===== src/rtl/logic_unit_pipe.sv =====
// Two-stage pipelined bitwise logic unit.
// Stage 1 captures operands on the input handshake; stage 2 computes the
// selected operation, registers the result with its flags, and presents it
// to the consumer. Optional accumulate mode substitutes the last result for
// operand B.
module logic_unit_pipe #(
  parameter int unsigned           WIDTH    = 4,
  parameter logic [WIDTH-1:0]      ACC_INIT = '0
) (
  input  logic             CLK,
  input  logic             RST_N,
  input  logic [WIDTH-1:0] A,
  input  logic [WIDTH-1:0] B,
  input  logic [2:0]       OP,
  input  logic             ACC,
  input  logic             ACC_CLR,
  input  logic             IN_VALID,
  output logic             IN_READY,
  output logic [WIDTH-1:0] OUT,
  output logic             ZERO,
  output logic             ONES,
  output logic             PARITY,
  output logic             OUT_VALID,
  input  logic             OUT_READY
);

  typedef enum logic [2:0] {
    OP_PASS_A = 3'd0,
    OP_NOT_A  = 3'd1,
    OP_AND    = 3'd2,
    OP_OR     = 3'd3,
    OP_XOR    = 3'd4,
    OP_NAND   = 3'd5,
    OP_NOR    = 3'd6,
    OP_XNOR   = 3'd7
  } op_e;

  // Stage 1 registers
  logic             s1_valid_q, s1_valid_d;
  logic [WIDTH-1:0] s1_a_q,     s1_a_d;
  logic [WIDTH-1:0] s1_b_q,     s1_b_d;
  op_e              s1_op_q,    s1_op_d;
  logic             s1_acc_q,   s1_acc_d;

  // Stage 2 registers
  logic             s2_valid_q, s2_valid_d;
  logic [WIDTH-1:0] out_q,      out_d;
  logic             zero_q,     zero_d;
  logic             ones_q,     ones_d;
  logic             parity_q,   parity_d;

  // Accumulator
  logic [WIDTH-1:0] acc_q,      acc_d;

  // Handshake / datapath intermediates
  logic             s2_free;
  logic             s1_move;
  logic             in_fire;
  logic [WIDTH-1:0] opb;
  logic [WIDTH-1:0] result;

  // Pipeline advance conditions
  always_comb begin
    s2_free  = !s2_valid_q || OUT_READY;
    s1_move  = s1_valid_q && s2_free;
    IN_READY = !s1_valid_q || s1_move;
    in_fire  = IN_VALID && IN_READY;
  end

  // Stage-2 compute: operand B comes from the accumulator in accumulate mode
  always_comb begin
    opb    = s1_acc_q ? acc_q : s1_b_q;
    result = '0;
    unique case (s1_op_q)
      OP_PASS_A: result = s1_a_q;
      OP_NOT_A:  result = ~s1_a_q;
      OP_AND:    result = s1_a_q & opb;
      OP_OR:     result = s1_a_q | opb;
      OP_XOR:    result = s1_a_q ^ opb;
      OP_NAND:   result = ~(s1_a_q & opb);
      OP_NOR:    result = ~(s1_a_q | opb);
      OP_XNOR:   result = ~(s1_a_q ^ opb);
      default:   result = '0;
    endcase
  end

  // Stage 1 next state: capture on handshake, drain when handed to stage 2
  always_comb begin
    s1_valid_d = s1_valid_q;
    s1_a_d     = s1_a_q;
    s1_b_d     = s1_b_q;
    s1_op_d    = s1_op_q;
    s1_acc_d   = s1_acc_q;
    if (in_fire) begin
      s1_valid_d = 1'b1;
      s1_a_d     = A;
      s1_b_d     = B;
      s1_op_d    = op_e'(OP);
      s1_acc_d   = ACC;
    end else if (s1_move) begin
      s1_valid_d = 1'b0;
    end
  end

  // Stage 2 next state: load result and flags, or drop valid once consumed
  always_comb begin
    s2_valid_d = s2_valid_q;
    out_d      = out_q;
    zero_d     = zero_q;
    ones_d     = ones_q;
    parity_d   = parity_q;
    if (s1_move) begin
      s2_valid_d = 1'b1;
      out_d      = result;
      zero_d     = ~|result;
      ones_d     = &result;
      parity_d   = ^result;
    end else if (OUT_READY) begin
      s2_valid_d = 1'b0;
    end
  end

  // Accumulator next state: clear takes priority over the stage-2 load, but
  // the result loaded into OUT on that edge still used the pre-clear value
  always_comb begin
    acc_d = acc_q;
    if (ACC_CLR) begin
      acc_d = ACC_INIT;
    end else if (s1_move) begin
      acc_d = result;
    end
  end

  // State registers with asynchronous active-low reset
  always_ff @(posedge CLK or negedge RST_N) begin
    if (!RST_N) begin
      s1_valid_q <= 1'b0;
      s1_a_q     <= '0;
      s1_b_q     <= '0;
      s1_op_q    <= OP_PASS_A;
      s1_acc_q   <= 1'b0;
      s2_valid_q <= 1'b0;
      out_q      <= '0;
      zero_q     <= 1'b0;
      ones_q     <= 1'b0;
      parity_q   <= 1'b0;
      acc_q      <= ACC_INIT;
    end else begin
      s1_valid_q <= s1_valid_d;
      s1_a_q     <= s1_a_d;
      s1_b_q     <= s1_b_d;
      s1_op_q    <= s1_op_d;
      s1_acc_q   <= s1_acc_d;
      s2_valid_q <= s2_valid_d;
      out_q      <= out_d;
      zero_q     <= zero_d;
      ones_q     <= ones_d;
      parity_q   <= parity_d;
      acc_q      <= acc_d;
    end
  end

  // Output drive
  always_comb begin
    OUT       = out_q;
    ZERO      = zero_q;
    ONES      = ones_q;
    PARITY    = parity_q;
    OUT_VALID = s2_valid_q;
  end

endmodule


===== config.mk =====
export PLATFORM = sky130hd
export DESIGN_NAME = logic_unit_pipe
export DESIGN_NICKNAME = d
export VERILOG_FILES = /design/src/rtl/logic_unit_pipe.sv
export SDC_FILE = /design/constraint.sdc
export NUM_CORES = 1
export LEC_CHECK = 0
export CORE_MARGIN = 2
export CORE_UTILIZATION = 55
export CTS_CLUSTER_DIAMETER = 60
export DETAILED_ROUTE_END_ITERATION = 10
export PLACE_DENSITY = 0.81
export SETUP_SLACK_MARGIN = 0.2
export SLEW_MARGIN = 0
export SYNTH_ARGS = -nofsm -noshare
export SYNTH_HDL_FRONTEND = slang
export SYNTH_SLANG_ARGS = --single-unit

===== constraint.sdc =====
create_clock -name CLK -period 5.28 [get_ports CLK]
set_input_delay 1.32 -clock CLK [delete_from_list [all_inputs] [get_ports CLK]]
set_output_delay 1.32 -clock CLK [all_outputs]
set_load 0.02 [all_outputs]

==> metrics.txt, run 1 <==
die area=3350 sq um; Clock power frac=13.6%; Layout Nets=206; 1st-iter DRT viols=60; Final Skew=0.007549 ns; ys async rst share=100.0%; CP arrival=2.63 ns; worst skew pair latency=0.32 ns; GRT overflow=0; drt first pass iters=4; RSZ-0062 raised after global routing=false; htree depth=1; Worst setup EP type=primary output; area delta synth->final=16.07%; combinational group share of total power=42.9%; Sequential Power Share=43.5%; routed wire length=3084 um; # rows=19; Synth Warn #=0; DRC errors left=0; Starting Density=57.89%; CTS Hold Buffers Added=0; Distinct cells, synth=36; Synth Register Bits=25; Crit Path Category=input port to primary output; mean routed wirelength per cell=14.90 um; Synth Net Count=187; GPL Wtd Cong=0.8099; Int Pwr=396.0 uW; clk buf depth=2; Num Clock Sinks=25; synth top area cells=dfrtp_1 39%, ha_1 9.4%, mux2_2 9.2%; Most used DFF post-synth=dfrtp_1; port bufs=25; Core Area=2758 sq um; top post-synthesis cells by count=25 x dfrtp_1, 15 x inv_1, 15 x nand2_1, 13 x mux2_2; Seq/Total Area, Yosys=39.18%; Max Clk Rate=252.9 MHz; Inst Count DP=203; NetSw=230.8 uW; Layout Cells excl Fill=207; Worst Path Max Fanout=4; Post-CTS Resized=0; GRT Resource Usage Total=21.05%; fin crit period=3.955 ns; Pwr per Cell Area=338.3 nW/um^2; count leader, synth=dfrtp_1; Die W=57.88 um; share of cells above drive strength 1=13.64%; area leader, netlist=dfrtp_1; vias in the first global route=1256; area share of the largest cell type after synthesis=39.18%; fin. max-slew vios=0; TritonCTS buffer count=3; Post-CTS Setup Inserts=0; Via density=5.865; syn avg cell area=10.10 sq um; Max VDD drop=279.5 uV; final worst-path cycle share=74.90%; Max transition margin=29.76%; first-pass GRT wire length=5492 um; clk slew on worst S/H paths=0.13 ns; Switching Share=36.82%; antenna violations before repair=0; Setup TNS=0 ns; Inserted Diodes=0; Vias=1214; Mapped Cells=158; Hold Path Class=register to register; Post-Syn Area=1597 sq um; Routed Antenna Nets=0; CTS tree=built; Hold Vio Cnt, Final=0; slew at the pin closest to its max-slew limit=1.050 ns; P_leak=0.8552 nW; Fillers=217; outcome=finished, final reports clean; Max Cap Violations=0; Ports=26; CP Data Required Time=3.96 ns; CP startpoint kind=input port; largest net degree at the start of global routing=29; Root Buffer=clkbuf_4; post-detail-place hpwl=2333 um; Final setup violation count=0; die height=57.88 um; number of flops mapped to enable cells by yosys=0
worst max-delay path: stages:
cell and delay, ns:
clkdlybuf4s50_1 0.39, nor2b_1 0.22, nand2_1 0.13, clkdlybuf4s50_1 0.56
registers in the layout, summed over array words and instances (netlist names), 3 cells and up:
| signal | count |
|---|---|
| s1_op_q | 3 |
| s1_a_q | 4 |
| s1_b_q | 4 |
| OUT | 4 |
| acc_q | 4 |
kinds of logic (layout without fill, tap and decap cells):
family | Yosys count | count (layout) | share of synthesized area [%]
AO/OA/AOI/OAI | 26 | 26 | 13.64
XOR/XNOR | 1 | 1 | 0.5487
adder cells (fa/ha/maj) | 12 | 12 | 9.404
buffers and inverters | 26 | 44 | 7.209
flip-flops | 25 | 25 | 39.18
multiplexers | 17 | 17 | 11.68
AND/OR/NAND/NOR | 51 | 51 | 18.34
final cells by class:
class	instances	area, sq um	share of cell area (%)
multi-input combinational	107	855.8	46.18
timing repair buffer	25	250.2	13.50
inverter	15	56.30	3.038
sequential	25	625.6	33.76
clock buffer	4	26.28	1.418
tap	31	38.79	2.093
cells in the final DEF, fill, tap and decap left out, types with 3 or more instances in the layout:
master / Yosys / routed
ha_1: 12 / 12
clkbuf_4: 0 / 3
clkdlybuf4s50_1: 0 / 25
a21oi_1: 5 / 5
nor4_1: 4 / 4
mux2i_1: 4 / 4
inv_1: 15 / 15
dfrtp_1: 25 / 25
nand2_1: 15 / 15
nand3_1: 4 / 4
a21o_1: 3 / 3
mux2_2: 13 / 13
nand2b_1: 12 / 12
o21ai_0: 3 / 3
nand3b_1: 3 / 3
metal layers:
metal  GRT usage, %  wire length, um  vias to the layer above
met1          25.95             1321                      596
met2          37.99             1624                       24
met3          2.009               98                        5
met4          7.973               39                        0
li1               -                -                      589
met5              0                0                        -
power groups by stage:
stage / Clock [mW] / Sequential, mW / Combinational, mW
floorplan: 0 / 0.276 / 0.181
global placement: 0 / 0.273 / 0.256
detailed placement: 0 / 0.277 / 0.270
CTS: 0.0856 / 0.273 / 0.272
global route: 0.0942 / 0.280 / 0.298
finish: 0.0856 / 0.273 / 0.269
worst paths after layout:
kind / endpoint / cells past startpoint / startpoint / slack [ns]
worst min register to register: PARITY / 2 / PARITY / 0.50
worst max register to register: PARITY / 10 / s1_acc_q / 2.82
min in group asynchronous: s1_a_q[2] / 1 / RST_N / 1.56
worst min-delay path: PARITY / 2 / PARITY / 0.50
worst max-delay path: IN_READY / 4 / OUT_READY / 1.33
max in group asynchronous: acc_q[1] / 1 / RST_N / 3.09
per-stage QoR:
stage | utilization (%) | power, mW | area [sq um] | hold slack, ns | worst slack [ns]
2_1_floorplan | - | 0.4569 | 1597 | 0.4744 | 2.304
3_3_place_gp | 66.24 | 0.5291 | 1827 | 0.4627 | 1.416
3_5_place_dp | 66.24 | 0.5466 | 1827 | 0.4738 | 1.347
4_1_cts | 67.20 | 0.6297 | 1853 | 0.5043 | 1.302
5_1_grt | 67.20 | 0.6718 | 1853 | 0.5429 | 1.195
6_report | 67.20 | 0.6268 | 1853 | 0.5008 | 1.325
No activity file was read; power rests on OpenSTA's default activity.
==> run 2: changes to the inputs <==
--- a/config.mk
+++ b/config.mk
@@ -6,10 +6,10 @@
 export NUM_CORES = 1
 export LEC_CHECK = 0
 export CORE_MARGIN = 2
-export CORE_UTILIZATION = 55
+export CORE_UTILIZATION = 48
 export CTS_CLUSTER_DIAMETER = 60
 export DETAILED_ROUTE_END_ITERATION = 10
-export PLACE_DENSITY = 0.81
+export PLACE_DENSITY = 0.75
 export SETUP_SLACK_MARGIN = 0.2
 export SLEW_MARGIN = 0
 export SYNTH_ARGS = -nofsm -noshare
==> constraint.sdc (replaced) <==
create_clock -name CLK -period 3.2 [get_ports CLK]
set_input_delay 0.8 -clock CLK [delete_from_list [all_inputs] [get_ports CLK]]
set_output_delay 0.8 -clock CLK [all_outputs]
set_load 0.02 [all_outputs]
==> metrics.txt, run 2 (synthesized netlist as in run 1, its figures left out) <==
Setup TNS=0 ns; NetSw=387.7 uW; # rows=20; Final Util=60.52%; commonest cells after routing, fill and taps aside=25 x dfrtp_1, 25 x clkdlybuf4s50_1, 15 x nand2_1, 15 x inv_1, 13 x mux2_2; htree depth=1; TritonCTS buffer count=3; area delta synth->final=17.63%; Via density=5.416; share of cells above drive strength 1=14.69%; vias in the first global route=1217; drt first pass iters=4; Final Skew=0.01231 ns; Inst Count DP=217; CP Data Required Time=2.40 ns; GRT Resource Usage Total=18.90%; Ports=26; outcome=finished, final reports clean; PnR Total Power=1.040 mW; RR Startpoint=s1_acc_q; Vias=1197; mean routed wirelength per cell=14.14 um; final worst-path cycle share=89.55%; GPL Wtd Cong=0.8099; Worst setup startpoint=OUT_READY; Core Area=3103 sq um; Starting Density=51.45%; DRC errors left=0; clk slew on worst S/H paths=0.13 ns; Max transition margin=48.43%; Crit Path Category=input port to primary output; Hold WS=0.5025 ns; Hold Vio Cnt, Final=0; post-detail-place hpwl=2306 um; Root Buffer=clkbuf_4; 1st-iter DRT viols=50; die height=61.67 um; Inserted Diodes=0; CP startpoint kind=input port; CTS Hold Buffers Added=0; Die W=61.67 um; die area=3803 sq um; largest net degree at the start of global routing=29; fin crit period=2.865 ns; Post-DP Area=1851 sq um; Final setup violation count=0; first-pass GRT wire length=5292 um; Layout Cells excl Fill=221; Switching Share=37.27%; HP Start=PARITY; routed wire length=3125 um; antenna violations before repair=0; Max VDD drop=303.2 uV; Hold Path Class=register to register; Layout Nets=207; DP Worst Slack=0.3300 ns; Max Cap Violations=0; fin. max-slew vios=0; Max Clk Rate=349.0 MHz; GRT overflow=0; Num Clock Sinks=25; worst skew pair latency=0.33 ns; Post-CTS Setup Inserts=0; Worst Path Max Fanout=4; Int Pwr=652.6 uW; Setup WS post-layout=0.3345 ns; P_leak=0.8628 nW; Sequential Power Share=43.4%; Post-CTS Resized=0; clk buf depth=2; Clock power frac=13.7%; RSZ-0062 raised after global routing=false; port bufs=25; slew at the pin closest to its max-slew limit=0.7736 ns; Pwr per Cell Area=553.9 nW/um^2; CP arrival=2.07 ns; Final Cell Area=1878 sq um; Routed Antenna Nets=0; Worst setup EP type=primary output; combinational group share of total power=42.9%; CTS tree=built
[run 2: final timing paths]
path | end | slack [ns] | cells past startpoint
worst max-delay path | IN_READY | 0.33 | 4
worst min register to register | PARITY | 0.50 | 2
max in group asynchronous | ONES | 2.13 | 2
min in group asynchronous | s1_b_q[0] | 0.81 | 2
worst max register to register | PARITY | 0.66 | 8
worst min-delay path | PARITY | 0.50 | 2
[run 2: power by group through the flow]
stage	sequential, mW	combinational, mW	clock [mW]
2_1_floorplan	0.455	0.299	0
3_3_place_gp	0.451	0.424	0
3_5_place_dp	0.458	0.447	0
4_1_cts	0.451	0.450	0.149
5_1_grt	0.463	0.499	0.163
6_report	0.451	0.446	0.143
[run 2: per-layer routing]
| layer | global-route usage [%] | up-vias | share of wire [%] |
|---|---|---|---|
| met5 | 0 | - | 0 |
| met4 | 7.599 | 0 | 1.2 |
| met3 | 2.311 | 5 | 3.1 |
| li1 | - | 589 | - |
| met1 | 23.15 | 578 | 45 |
| met2 | 33.53 | 25 | 51 |
[run 2: layout make-up]
class                   count  area (sq um)
fillers                   285          1225
multi-input cells         107         855.8
flip-flops and latches     25         625.6
repair buffers             26         257.7
inverters                  15         56.30
well taps                  44         55.05
clock buffers               3         22.52
clock inverters             1         5.005
[run 2: worst max-delay path, stage by stage]
cell and delay, ns:
clkdlybuf4s50_1 0.40, nor2b_1 0.19, nand2_1 0.13, clkdlybuf4s50_1 0.55
==> run 3: changes to the inputs <==
--- a/config.mk
+++ b/config.mk
@@ -5,7 +5,7 @@
 export SDC_FILE = /design/constraint.sdc
 export NUM_CORES = 1
 export LEC_CHECK = 0
-export CORE_MARGIN = 2
+export CORE_MARGIN = 1.5
 export CORE_UTILIZATION = 48
 export CTS_CLUSTER_DIAMETER = 60
 export DETAILED_ROUTE_END_ITERATION = 10
==> metrics.txt, run 3 (synthesized netlist as in run 1, its figures left out) <==
met2 WL=1633 um; HP Start=ONES; Setup TNS=0 ns; antenna violations before repair=0; Crit path top cell by count=clkdlybuf4s50_1; Worst setup startpoint=OUT_READY; Met1 Wirelength=1350 um; clk buf depth=2; Layout Cells excl Fill=222; DRC errors left=0; RR Startpoint=s1_acc_q; Starting Density=51.45%; area delta synth->final=18.03%; CTS tree=built; CTS Hold Buffers Added=0; Vias=1208; fin. max-slew vios=0; Root Buffer=clkbuf_4; outcome=finished, final reports clean; Core Area=3103 sq um; commonest cells after routing, fill and taps aside=25 x dfrtp_1, 25 x clkdlybuf4s50_1, 15 x nand2_1, 15 x inv_1, 13 x mux2_2; Final setup violation count=0; post-detail-place hpwl=2367 um; Inst Count DP=218; WL met3=136 um; Post-CTS Resized=0; CP bufs+invs=2; Num Clock Sinks=25; CP delay by family, top=buffers and inverters; die height=60.67 um; CP arrival=2.09 ns; Max Clk Rate=346.2 MHz; Pwr per Cell Area=553.8 nW/um^2; die area=3681 sq um; TritonCTS buffer count=3; Fillers=285; Post-CTS Setup Inserts=0; worst skew pair latency=0.32 ns; Via density=5.441; slew at the pin closest to its max-slew limit=0.7334 ns; drt first pass iters=4; RSZ-0062 raised after global routing=false; vias in the first global route=1149; Max transition margin=51.11%; final worst-path cycle share=90.27%; CP Data Required Time=2.40 ns; Ports=26; routed wire length=3167 um; # rows=20; clk slew on worst S/H paths=0.13 ns; 1st-iter DRT viols=46; share of cells above drive strength 1=14.61%; Inserted Diodes=0; Final Skew=0.006426 ns; Worst setup EP type=primary output; Hold Path Class=register to register; Layout Nets=208; Hold Vio Cnt, Final=0; fin crit period=2.889 ns; GRT overflow=0; Die W=60.67 um; largest net degree at the start of global routing=29; Crit Path Category=input port to primary output; first-pass GRT wire length=5375 um; top sig layer=met4; sequence of cells on the critical path=clkdlybuf4s50_1 -> nor2b_1 -> nand2_1 -> clkdlybuf4s50_1; Max Cap Violations=0; Max stage delay on crit path=0.55 ns; GPL Wtd Cong=0.7887; htree depth=1; port bufs=25; P_leak=0.8647 nW; Routed Antenna Nets=0; mean routed wirelength per cell=14.27 um; Max VDD drop=271.8 uV; GRT Resource Usage Total=19.80%; Worst path slowest cell=clkdlybuf4s50_1; PnR Total Power=1.043 mW; CP startpoint kind=input port; Final Util=60.73%; Worst Path Max Fanout=4
[run 3: cell count changes in the layout (fill, tap and decap cells not counted), sizes merged]
cell    change
buf         +1
clkbuf      +1
clkinv      -1
[run 3: path summary, 6_finish.rpt]
| check | slack [ns] | cells after the start | end |
|---|---|---|---|
| max | 0.31 | 4 | IN_READY |
| min reg2reg | 0.50 | 2 | ONES |
| min | 0.50 | 2 | ONES |
| min in group asynchronous | 0.82 | 2 | s1_b_q[0] |
| max reg2reg | 0.65 | 8 | PARITY |
| max in group asynchronous | 2.13 | 2 | OUT[2] |
[run 3: metrics by stage]
step                      instance area (sq um)  setup slack (ns)  hold WS [ns]
after floorplan                            1597            0.9249        0.4744
after global placement                     1858            0.3730        0.4639
after detailed placement                   1858            0.3075        0.4729
after CTS                                  1884            0.3004        0.5028
after global routing                       1884            0.2179        0.5231
final                                      1884            0.3113        0.4988
[run 3: worst reg2reg max path, stage by stage (launching register included)]
cell      delay [ns]
dfrtp_1         0.52
mux2i_1         0.31
ha_1            0.29
nand2b_1        0.10
a311oi_2        0.12
o31ai_1         0.50
ha_1            0.34
xnor2_1         0.15
o21ai_0         0.09
[run 3: area by class of cell]
type / count / area (sq um) / share of cell area [%]
multi-input cells: 107 / 855.8 / 45.42
flip-flops and latches: 25 / 625.6 / 33.20
repair buffers: 27 / 265.3 / 14.08
inverters: 15 / 56.30 / 2.988
well taps: 44 / 55.05 / 2.922
clock buffers: 4 / 26.28 / 1.394
[run 3: per-layer routing]
metal / global-route usage (%) / up-vias
li1: - / 594
met1: 26.59 / 573
met2: 32.41 / 36
met3: 2.985 / 5
met4: 7.453 / 0
met5: 0 / -
[run 3: power breakdown]
part	leakage (nW)	internal, mW	switching (mW)	total, mW
logic	0.546	0.230	0.220	0.450
clock network	0.0150	0.0488	0.0938	0.143
registers	0.304	0.378	0.0735	0.451
